[src/rtl/usb_packet_decoder_if.sv]
// Byte stream from the receive deserializer plus the decoded packet results.
// master drives the byte stream; slave is the decoder.
interface usb_packet_decoder_if;
  logic        packet_start;
  logic        packet_end;
  logic [7:0]  byte_in;
  logic        byte_valid;
  logic        rx_error;
  logic [3:0]  pid;
  logic        pid_valid;
  logic [6:0]  token_addr;
  logic [3:0]  token_endp;
  logic        token_valid;
  logic [7:0]  data_out;
  logic        data_out_valid;
  logic        data_complete;
  logic        data_error;
  logic        handshake_complete;
  logic        packet_error;
  logic [10:0] frame_num;
  logic        sof_valid;

  modport master (
    output packet_start, packet_end, byte_in, byte_valid, rx_error,
    input  pid, pid_valid, token_addr, token_endp, token_valid,
    input  data_out, data_out_valid, data_complete, data_error,
    input  handshake_complete, packet_error, frame_num, sof_valid
  );

  modport slave (
    input  packet_start, packet_end, byte_in, byte_valid, rx_error,
    output pid, pid_valid, token_addr, token_endp, token_valid,
    output data_out, data_out_valid, data_complete, data_error,
    output handshake_complete, packet_error, frame_num, sof_valid
  );
endinterface

[src/rtl/usb_packet_decoder.sv]
// USB full-speed byte-level packet decoder: PID check, CRC5/CRC16, token fields, payload streaming.
// Optional macro USB_SOF_DECODE_EN enables SOF frame number decode (frame_num/sof_valid).
module usb_packet_decoder #(
  parameter int MAX_DATA_BYTES = 64,
  parameter int CNT_W          = $clog2(MAX_DATA_BYTES + 3)
) (
  input  logic               clk48,
  input  logic               reset_n,
  usb_packet_decoder_if.slave bus
);

  typedef enum logic [3:0] {
    PID_RSVD  = 4'h0, PID_OUT   = 4'h1, PID_ACK   = 4'h2, PID_DATA0 = 4'h3,
    PID_PING  = 4'h4, PID_SOF   = 4'h5, PID_NYET  = 4'h6, PID_DATA2 = 4'h7,
    PID_SPLIT = 4'h8, PID_IN    = 4'h9, PID_NAK   = 4'hA, PID_DATA1 = 4'hB,
    PID_PRE   = 4'hC, PID_SETUP = 4'hD, PID_STALL = 4'hE, PID_MDATA = 4'hF
  } pid_t;

  typedef enum logic [2:0] {
    PD_IDLE, PD_PID, PD_TOKEN, PD_DATA, PD_HANDSHAKE, PD_DROP
  } state_t;

  localparam logic [CNT_W-1:0] CNT_TWO   = CNT_W'(2);
  localparam logic [CNT_W-1:0] CNT_LIM   = CNT_W'(MAX_DATA_BYTES + 2);
  localparam logic [4:0]       CRC5_RES  = 5'b01100;
  localparam logic [15:0]      CRC16_RES = 16'h800D;

  function automatic logic [4:0] crc5_byte(input logic [4:0] crc, input logic [7:0] b);
    logic [4:0] c;
    logic       fb;
    c = crc;
    for (int i = 0; i < 8; i++) begin
      fb = b[i] ^ c[4];
      c  = {c[3:0], 1'b0} ^ (fb ? 5'h05 : 5'h00);
    end
    return c;
  endfunction

  function automatic logic [15:0] crc16_byte(input logic [15:0] crc, input logic [7:0] b);
    logic [15:0] c;
    logic        fb;
    c = crc;
    for (int i = 0; i < 8; i++) begin
      fb = b[i] ^ c[15];
      c  = {c[14:0], 1'b0} ^ (fb ? 16'h8005 : 16'h0000);
    end
    return c;
  endfunction

  function automatic logic [CNT_W-1:0] sat_inc(input logic [CNT_W-1:0] c);
    return (&c) ? c : c + 1'b1;
  endfunction

  state_t           state_q, state_d, state_b;
  logic [CNT_W-1:0] cnt_q, cnt_d, cnt_b;
  logic             is_data_q, is_data_d;
  logic [4:0]       crc5_q, crc5_d, crc5_b;
  logic [15:0]      crc16_q, crc16_d, crc16_b;
  logic [15:0]      tok_q, tok_d, tok_b;
  logic [7:0]       hold0_q, hold0_d, hold1_q, hold1_d;

  logic [3:0]  pid_q, pid_d;
  logic        pid_valid_q, pid_valid_d;
  logic [6:0]  addr_q, addr_d;
  logic [3:0]  endp_q, endp_d;
  logic        tok_valid_q, tok_valid_d;
  logic [7:0]  dout_q, dout_d;
  logic        dout_valid_q, dout_valid_d;
  logic        dcomp_q, dcomp_d;
  logic        derr_q, derr_d;
  logic        hs_q, hs_d;
  logic        perr_q, perr_d;
  logic [10:0] frame_q, frame_d;
  logic        sof_q, sof_d;

  always_comb begin
    state_d      = state_q;
    state_b      = state_q;
    cnt_b        = cnt_q;
    is_data_d    = is_data_q;
    crc5_b       = crc5_q;
    crc16_b      = crc16_q;
    tok_b        = tok_q;
    hold0_d      = hold0_q;
    hold1_d      = hold1_q;
    pid_d        = pid_q;
    pid_valid_d  = 1'b0;
    addr_d       = addr_q;
    endp_d       = endp_q;
    tok_valid_d  = 1'b0;
    dout_d       = dout_q;
    dout_valid_d = 1'b0;
    dcomp_d      = 1'b0;
    derr_d       = 1'b0;
    hs_d         = 1'b0;
    perr_d       = 1'b0;
    frame_d      = frame_q;
    sof_d        = 1'b0;

    if (state_q == PD_IDLE) begin
      if (bus.packet_start) begin
        state_d   = PD_PID;
        cnt_b     = '0;
        crc5_b    = 5'h1F;
        crc16_b   = 16'hFFFF;
        is_data_d = 1'b0;
      end
    end else if (bus.packet_start) begin
      // Abort the packet in flight and restart decoding on this SOP.
      derr_d    = is_data_q;
      perr_d    = !is_data_q;
      state_d   = PD_PID;
      cnt_b     = '0;
      crc5_b    = 5'h1F;
      crc16_b   = 16'hFFFF;
      is_data_d = 1'b0;
    end else if (bus.rx_error) begin
      state_d = bus.packet_end ? PD_IDLE : PD_DROP;
      derr_d  = bus.packet_end & is_data_q;
      perr_d  = bus.packet_end & !is_data_q;
    end else begin
      if (bus.byte_valid) begin
        case (state_q)
          PD_PID: begin
            if (bus.byte_in[7:4] != ~bus.byte_in[3:0]) begin
              state_b = PD_DROP;
            end else begin
              pid_d       = bus.byte_in[3:0];
              pid_valid_d = 1'b1;
              case (bus.byte_in[3:0])
                PID_OUT, PID_IN, PID_SETUP, PID_SOF: state_b = PD_TOKEN;
                PID_DATA0, PID_DATA1, PID_DATA2, PID_MDATA: begin
                  state_b   = PD_DATA;
                  is_data_d = 1'b1;
                end
                PID_ACK, PID_NAK, PID_STALL, PID_NYET: state_b = PD_HANDSHAKE;
                default: state_b = PD_DROP;
              endcase
            end
          end
          PD_TOKEN: begin
            cnt_b  = sat_inc(cnt_q);
            crc5_b = crc5_byte(crc5_q, bus.byte_in);
            tok_b  = {bus.byte_in, tok_q[15:8]};
          end
          PD_DATA: begin
            cnt_b   = sat_inc(cnt_q);
            crc16_b = crc16_byte(crc16_q, bus.byte_in);
            // The two newest bytes may be the CRC, so only the oldest is released.
            if (cnt_q >= CNT_TWO && cnt_q < CNT_LIM) begin
              dout_d       = hold0_q;
              dout_valid_d = 1'b1;
            end
            hold0_d = hold1_q;
            hold1_d = bus.byte_in;
          end
          PD_HANDSHAKE: state_b = PD_DROP;
          default: ;
        endcase
      end

      if (bus.packet_end) begin
        state_d = PD_IDLE;
        case (state_b)
          PD_TOKEN: begin
            if (cnt_b == CNT_TWO && crc5_b == CRC5_RES) begin
              if (pid_q == PID_SOF) begin
`ifdef USB_SOF_DECODE_EN
                sof_d   = 1'b1;
                frame_d = tok_b[10:0];
`else
                sof_d   = 1'b0;
`endif
              end else begin
                tok_valid_d = 1'b1;
                addr_d      = tok_b[6:0];
                endp_d      = tok_b[10:7];
              end
            end else begin
              perr_d = 1'b1;
            end
          end
          PD_DATA: begin
            if (cnt_b >= CNT_TWO && cnt_b <= CNT_LIM && crc16_b == CRC16_RES)
              dcomp_d = 1'b1;
            else
              derr_d  = 1'b1;
          end
          PD_HANDSHAKE: hs_d = 1'b1;
          default: begin
            derr_d = is_data_d;
            perr_d = !is_data_d;
          end
        endcase
      end else begin
        state_d = state_b;
      end
    end

    cnt_d   = cnt_b;
    crc5_d  = crc5_b;
    crc16_d = crc16_b;
    tok_d   = tok_b;
  end

  always_ff @(posedge clk48 or negedge reset_n) begin
    if (!reset_n) begin
      state_q      <= PD_IDLE;
      cnt_q        <= '0;
      is_data_q    <= 1'b0;
      pid_q        <= '0;
      pid_valid_q  <= 1'b0;
      addr_q       <= '0;
      endp_q       <= '0;
      tok_valid_q  <= 1'b0;
      dout_q       <= '0;
      dout_valid_q <= 1'b0;
      dcomp_q      <= 1'b0;
      derr_q       <= 1'b0;
      hs_q         <= 1'b0;
      perr_q       <= 1'b0;
      frame_q      <= '0;
      sof_q        <= 1'b0;
    end else begin
      state_q      <= state_d;
      cnt_q        <= cnt_d;
      is_data_q    <= is_data_d;
      pid_q        <= pid_d;
      pid_valid_q  <= pid_valid_d;
      addr_q       <= addr_d;
      endp_q       <= endp_d;
      tok_valid_q  <= tok_valid_d;
      dout_q       <= dout_d;
      dout_valid_q <= dout_valid_d;
      dcomp_q      <= dcomp_d;
      derr_q       <= derr_d;
      hs_q         <= hs_d;
      perr_q       <= perr_d;
      frame_q      <= frame_d;
      sof_q        <= sof_d;
    end
  end

  // Datapath holding registers are always initialised at SOP before use.
  always_ff @(posedge clk48) begin
    crc5_q  <= crc5_d;
    crc16_q <= crc16_d;
    tok_q   <= tok_d;
    hold0_q <= hold0_d;
    hold1_q <= hold1_d;
  end

  assign bus.pid                = pid_q;
  assign bus.pid_valid          = pid_valid_q;
  assign bus.token_addr         = addr_q;
  assign bus.token_endp         = endp_q;
  assign bus.token_valid        = tok_valid_q;
  assign bus.data_out           = dout_q;
  assign bus.data_out_valid     = dout_valid_q;
  assign bus.data_complete      = dcomp_q;
  assign bus.data_error         = derr_q;
  assign bus.handshake_complete = hs_q;
  assign bus.packet_error       = perr_q;
  assign bus.frame_num          = frame_q;
  assign bus.sof_valid          = sof_q;

endmodule

[src/flat_wrapper.sv]
// flat-port wrapper written by rule: the top's interface ports become plain ports
module usb_packet_decoder_flat 
#(
  parameter int MAX_DATA_BYTES = 64,
  parameter int CNT_W          = $clog2(MAX_DATA_BYTES + 3)
)
  (clk48, reset_n, bus_packet_start, bus_packet_end, bus_byte_in, bus_byte_valid, bus_rx_error, bus_pid, bus_pid_valid, bus_token_addr, bus_token_endp, bus_token_valid, bus_data_out, bus_data_out_valid, bus_data_complete, bus_data_error, bus_handshake_complete, bus_packet_error, bus_frame_num, bus_sof_valid);
  usb_packet_decoder_if bus_i ();
  input  logic clk48;
  input  logic reset_n;
  input wire logic [$bits(bus_i.packet_start)-1:0] bus_packet_start;
  input wire logic [$bits(bus_i.packet_end)-1:0] bus_packet_end;
  input wire logic [$bits(bus_i.byte_in)-1:0] bus_byte_in;
  input wire logic [$bits(bus_i.byte_valid)-1:0] bus_byte_valid;
  input wire logic [$bits(bus_i.rx_error)-1:0] bus_rx_error;
  output wire logic [$bits(bus_i.pid)-1:0] bus_pid;
  output wire logic [$bits(bus_i.pid_valid)-1:0] bus_pid_valid;
  output wire logic [$bits(bus_i.token_addr)-1:0] bus_token_addr;
  output wire logic [$bits(bus_i.token_endp)-1:0] bus_token_endp;
  output wire logic [$bits(bus_i.token_valid)-1:0] bus_token_valid;
  output wire logic [$bits(bus_i.data_out)-1:0] bus_data_out;
  output wire logic [$bits(bus_i.data_out_valid)-1:0] bus_data_out_valid;
  output wire logic [$bits(bus_i.data_complete)-1:0] bus_data_complete;
  output wire logic [$bits(bus_i.data_error)-1:0] bus_data_error;
  output wire logic [$bits(bus_i.handshake_complete)-1:0] bus_handshake_complete;
  output wire logic [$bits(bus_i.packet_error)-1:0] bus_packet_error;
  output wire logic [$bits(bus_i.frame_num)-1:0] bus_frame_num;
  output wire logic [$bits(bus_i.sof_valid)-1:0] bus_sof_valid;
  assign bus_i.packet_start = bus_packet_start;
  assign bus_i.packet_end = bus_packet_end;
  assign bus_i.byte_in = bus_byte_in;
  assign bus_i.byte_valid = bus_byte_valid;
  assign bus_i.rx_error = bus_rx_error;
  assign bus_pid = bus_i.pid;
  assign bus_pid_valid = bus_i.pid_valid;
  assign bus_token_addr = bus_i.token_addr;
  assign bus_token_endp = bus_i.token_endp;
  assign bus_token_valid = bus_i.token_valid;
  assign bus_data_out = bus_i.data_out;
  assign bus_data_out_valid = bus_i.data_out_valid;
  assign bus_data_complete = bus_i.data_complete;
  assign bus_data_error = bus_i.data_error;
  assign bus_handshake_complete = bus_i.handshake_complete;
  assign bus_packet_error = bus_i.packet_error;
  assign bus_frame_num = bus_i.frame_num;
  assign bus_sof_valid = bus_i.sof_valid;
  usb_packet_decoder #(.MAX_DATA_BYTES(MAX_DATA_BYTES), .CNT_W(CNT_W)) u_core (.clk48(clk48), .reset_n(reset_n), .bus(bus_i));
endmodule
[config.mk]
export PLATFORM = sky130hd
export DESIGN_NAME = usb_packet_decoder_flat
export DESIGN_NICKNAME = d
export VERILOG_FILES = /design/src/rtl/usb_packet_decoder_if.sv /design/src/rtl/usb_packet_decoder.sv /design/src/flat_wrapper.sv
export SDC_FILE = /design/constraint.sdc
export NUM_CORES = 1
export LEC_CHECK = 0
export ABC_AREA = 1
export BUFFER_PORTS_ARGS = -buffer_cell sky130_fd_sc_hd__buf_2
export CORE_MARGIN = 2
export CORE_UTILIZATION = 61
export CTS_BUF_LIST = sky130_fd_sc_hd__clkbuf_2 sky130_fd_sc_hd__clkbuf_4 sky130_fd_sc_hd__clkbuf_8
export DETAILED_ROUTE_END_ITERATION = 10
export PLACE_DENSITY = 0.83
export SYNTH_ARGS = -nofsm -noshare
export SYNTH_HDL_FRONTEND = slang
export SYNTH_SLANG_ARGS = --single-unit
[constraint.sdc]
create_clock -name clk48 -period 3.1 [get_ports clk48]
set_input_delay 0.155 -clock clk48 [delete_from_list [all_inputs] [get_ports clk48]]
set_output_delay 0.155 -clock clk48 [all_outputs]
set_load 0.01 [all_outputs]
==> results.tsv <==
stage	metric	value	unit
clock_tree	Clock Sinks	94	
synth	EDFF count, synth	53	
global_route	global-route wire length before repair	18.11	mm
clock_tree	CTS buffer count	9	
setup_path	R2R Path End	u_core.bus.data_error$_DFF_PN0_	
floorplan	Die Wd	95.15	um
flow_run	max-cap violations	0	
clock_tree	CTS max path bufs	2	
synth	Ys Warns	0	
synth	Synth Instances	604	
sta	endpoints failing hold	0	
cells_and_area	register area	2618	sq um
placed_design	placed cell area	5353	sq um
min_path	hold_sp	bus_byte_in[5]	
clock_tree	Post-CTS Resized	0	
synth	synth top area cells	edfxtp_1, dfrtp_1, nand2_1, inv_1, nand3_1	
synth	synthesized area per cell	8.390	sq um
setup_path	R2R Setup Slk	330	ps
detailed_routing	post-route ant nets	0	
min_path	Hold Path End	u_core.tok_q[13]$_DFFE_PP_	
synth	Synth Area in Adders	0.2469	%
sta	Worst Tran Pin Value	962.6	ps
synth	sequential area share after synthesis	51.65	%
global_route	vias in the first global route	3830	
power	pwr/cell area	428.9	nW/um^2
synth	asr flop ratio synth	43.62	%
floorplan	core area	8134	sq um
synth	most numerous cell in the Yosys netlist	nand2_1	
floorplan	Initial Util	62.30	%
min_path	worst hold path depth	1	
detailed_routing	via count	4114	
synth	largest family of logic cells by synthesized area	simple AND/OR/NAND/NOR gates	
setup_path	WP data arrival	3030	ps
setup_path	worst reg-to-reg path cell count	20	
detailed_routing	vias per inst	5.357	
setup_path	CP top delay family	simple AND/OR/NAND/NOR gates	
sta	Hold WS	106.3	ps
power	Leak Pwr	2.666	nW
cells_and_area	multi-input logic area	2034	sq um
floorplan	Ports	56	
clock_tree	htree depth	3	
sta	setup_tns	0	ps
synth	Yosys top cell by area	edfxtp_1	
global_route	largest net degree at the start of global routing	42	
cells_and_area	Inserted Diodes	0	
setup_path	most frequent CP cell	nand2_1	
sta	Final Max Tran Viols	0	
setup_path	RR Startpoint	u_core.state_q[0]$_DFFE_PN0P_	
cells_and_area	final net count	673	
synth	Synth top cells by count	nand2_1, inv_1, edfxtp_1, nor2_1	
cells_and_area	share of layout cells above drive strength 1	15.08	%
synth	Synth top area share	31.41	%
sta	post-route clock period utilization	89.38	%
synth	Post-synth top flop	edfxtp_1	
synth	XOR/XNOR share of the synthesized area	4.123	%
setup_path	nature of the critical path startpoint	flip-flop	
floorplan	DIE AREA	9053	sq um
synth	Synth Area in Simple Gates	27.48	%
detailed_routing	drt wl/cell	14.61	um
global_route	All-Layer GR Usage	26.28	%
setup_path	Crit path required time	3360	ps
placed_design	I/O Buffers	43	
cells_and_area	# fillers	643	
detailed_routing	TritonRoute pass-1 iters	4	
detailed_routing	DRC viols	0	
synth	Post-Synthesis Cell Area	5067	sq um
power	peak supply drop	0.2341	mV
setup_path	Setup Crit Path Kind	flip-flop to flip-flop	
sta	RSZ-0062 raised after global routing	no	
synth	number of synthesized register bits	94	
sta	min Tclk post-route	2771	ps
floorplan	Row Count	33	
clock_tree	CTS Hold Buffers Added	2	
synth	fraction of synthesized area in multiplexers	0	%
placed_design	HPWL Detailed	8.254	mm
setup_path	crit path cell chain	inv_1 -> nor2_1 -> nand2_1 -> buf_4 -> o21ai_0 -> nand2_1 -> nor2_1 -> nand2_1 -> nor3_1 -> nand3_1 -> nor2_1 -> nand2_1 -> nor2_1 -> nand3_1 -> o21bai_1 -> nand2_1 -> nand2_1 -> nand2_1 -> nand2_1 -> a21oi_1	
cells_and_area	post-route cell area	5555	sq um
setup_path	WP buf/inv	2	
global_route	initial antenna violation count	0	
clock_tree	total setup buffers inserted after CTS	0	
sta	max_slew headroom	35.83	%
min_path	Tightest Hold Check Type	primary input to flip-flop	
sta	FMAX	360.9	MHz
setup_path	CP Capture Type	flip-flop	
setup_path	Critical Path Slowest Stage Cell	dfrtp_1	
setup_path	Worst Path Max Fanout	11	
floorplan	Die Height	95.15	um
clock_tree	CTS tree	done	
detailed_routing	DRT iter0 DRCs	366	
synth	Synth Area in Compound Gates	7.407	%
clock_tree	root buffer cell	clkbuf_8	
cells_and_area	Area growth syn-to-layout	9.630	%
setup_path	crit-path max cell delay	400	ps
clock_tree	Clock Latency Late Sink	360	ps
placed_design	routability congestion estimate	0.9685	
clock_tree	Reg clk slew, reported paths	100	ps
status	status	complete, no violations	
sta	Final setup viols	0	
sta	Clock Skew	9.304	ps
global_route	gr ovfl total	0	
detailed_routing	final wirelength	11.22	mm
synth	post-synth cell types	40	
-- report_power, final --
group / switching, W / leakage (nW) / internal, W
clock network: 0.000468 / 0.0950 / 0.000316
registers: 0.0000125 / 1.01 / 0.00134
logic: 0.000172 / 1.56 / 0.0000752
total: 0.000652 / 2.67 / 0.00173
-- through the flow --
step	setup slack [ps]	cells	utilization, %	total power (W)
5_1_grt	161.1	768	68.30	0.002478
2_1_floorplan	680.8	615	-	0.001544
4_1_cts	403.3	768	68.30	0.002388
3_5_place_dp	410.0	750	65.81	0.001619
6_report	329.4	768	68.30	0.002382
3_3_place_gp	428.2	750	65.81	0.001611
-- state kept, by name, indices dropped and copies added, names as in the netlist, 3 cells and up --
register               flops
u_core.cnt_q               7
u_core.state_q             3
u_core.bus.token_endp      4
u_core.bus.token_addr      7
u_core.tok_q              16
u_core.crc16_q            16
u_core.hold1_q             8
u_core.bus.data_out        8
u_core.bus.pid             4
u_core.crc5_q              5
u_core.hold0_q             8
-- layer usage --
layer | vias up | share of wire, % | global-route usage (%) | wire length [um]
met4 | 0 | 3.2 | 9.903 | 359
li1 | 2020 | - | - | -
met3 | 28 | 6.4 | 4.585 | 722
met1 | 1907 | 41 | 33.11 | 4569
met5 | - | 0 | 0 | 0
met2 | 159 | 50 | 45.25 | 5567
-- logic make-up (layout without fill, tap and decap cells) --
logic type,after synthesis,after routing
AO/OA/AOI/OAI,56,56
other,1,12
AND/OR/NAND/NOR,331,331
adder cells (fa/ha/maj),1,1
XOR/XNOR,23,23
flip-flops,94,94
buffers and inverters,98,146
-- how the worst max path moves through the flow --
stage,cells past startpoint,start,endpoint,slack (ps)
finish,20,u_core.state_q[0]$_DFFE_PN0P_,u_core.bus.data_error$_DFF_PN0_,330
global route,19,u_core.cnt_q[0]$_DFFE_PN0P_,u_core.bus.data_error$_DFF_PN0_,160
CTS,20,u_core.state_q[0]$_DFFE_PN0P_,u_core.bus.data_error$_DFF_PN0_,400
detailed placement,20,u_core.state_q[0]$_DFFE_PN0P_,u_core.bus.data_error$_DFF_PN0_,410
global placement,20,u_core.state_q[1]$_DFFE_PN0P_,u_core.bus.data_error$_DFF_PN0_,430
floorplan,9,u_core.state_q[2]$_DFFE_PN0P_,u_core.bus.data_out[0]$_DFFE_PN0P_,680
-- cell usage in the layout (no fill, tap or decap), types with 4 or more instances in the layout --
| cell | netlist | final |
|---|---|---|
| buf_4 | 12 | 9 |
| o21a_1 | 4 | 4 |
| xor2_1 | 12 | 12 |
| nor3_1 | 8 | 8 |
| a21oi_1 | 11 | 11 |
| inv_1 | 69 | 69 |
| o21ai_2 | 12 | 12 |
| inv_2 | 4 | 4 |
| nand4_1 | 7 | 7 |
| or2_2 | 5 | 5 |
| xnor2_1 | 10 | 10 |
| and2_1 | 6 | 6 |
| nor4_1 | 4 | 4 |
| conb_1 | 1 | 12 |
| edfxtp_1 | 53 | 53 |
| nand3_1 | 41 | 41 |
| nand2_2 | 4 | 4 |
| o21ai_0 | 17 | 17 |
| clkbuf_8 | 0 | 9 |
| dfrtp_1 | 41 | 41 |
| buf_2 | 4 | 43 |
| o22ai_1 | 4 | 4 |
| nor2_1 | 44 | 44 |
| nand2_1 | 207 | 207 |
-- cell type report --
type	count	share of cell area (%)
Tap cell	105	2.365
Clock buffer	10	2.365
Clock inverter	6	0.9234
Timing Repair Buffer	54	5.450
Multi-Input combinational cell	423	36.62
Inverter	76	5.158
Sequential cell	94	47.12
Power figures use the tool's default switching activity.
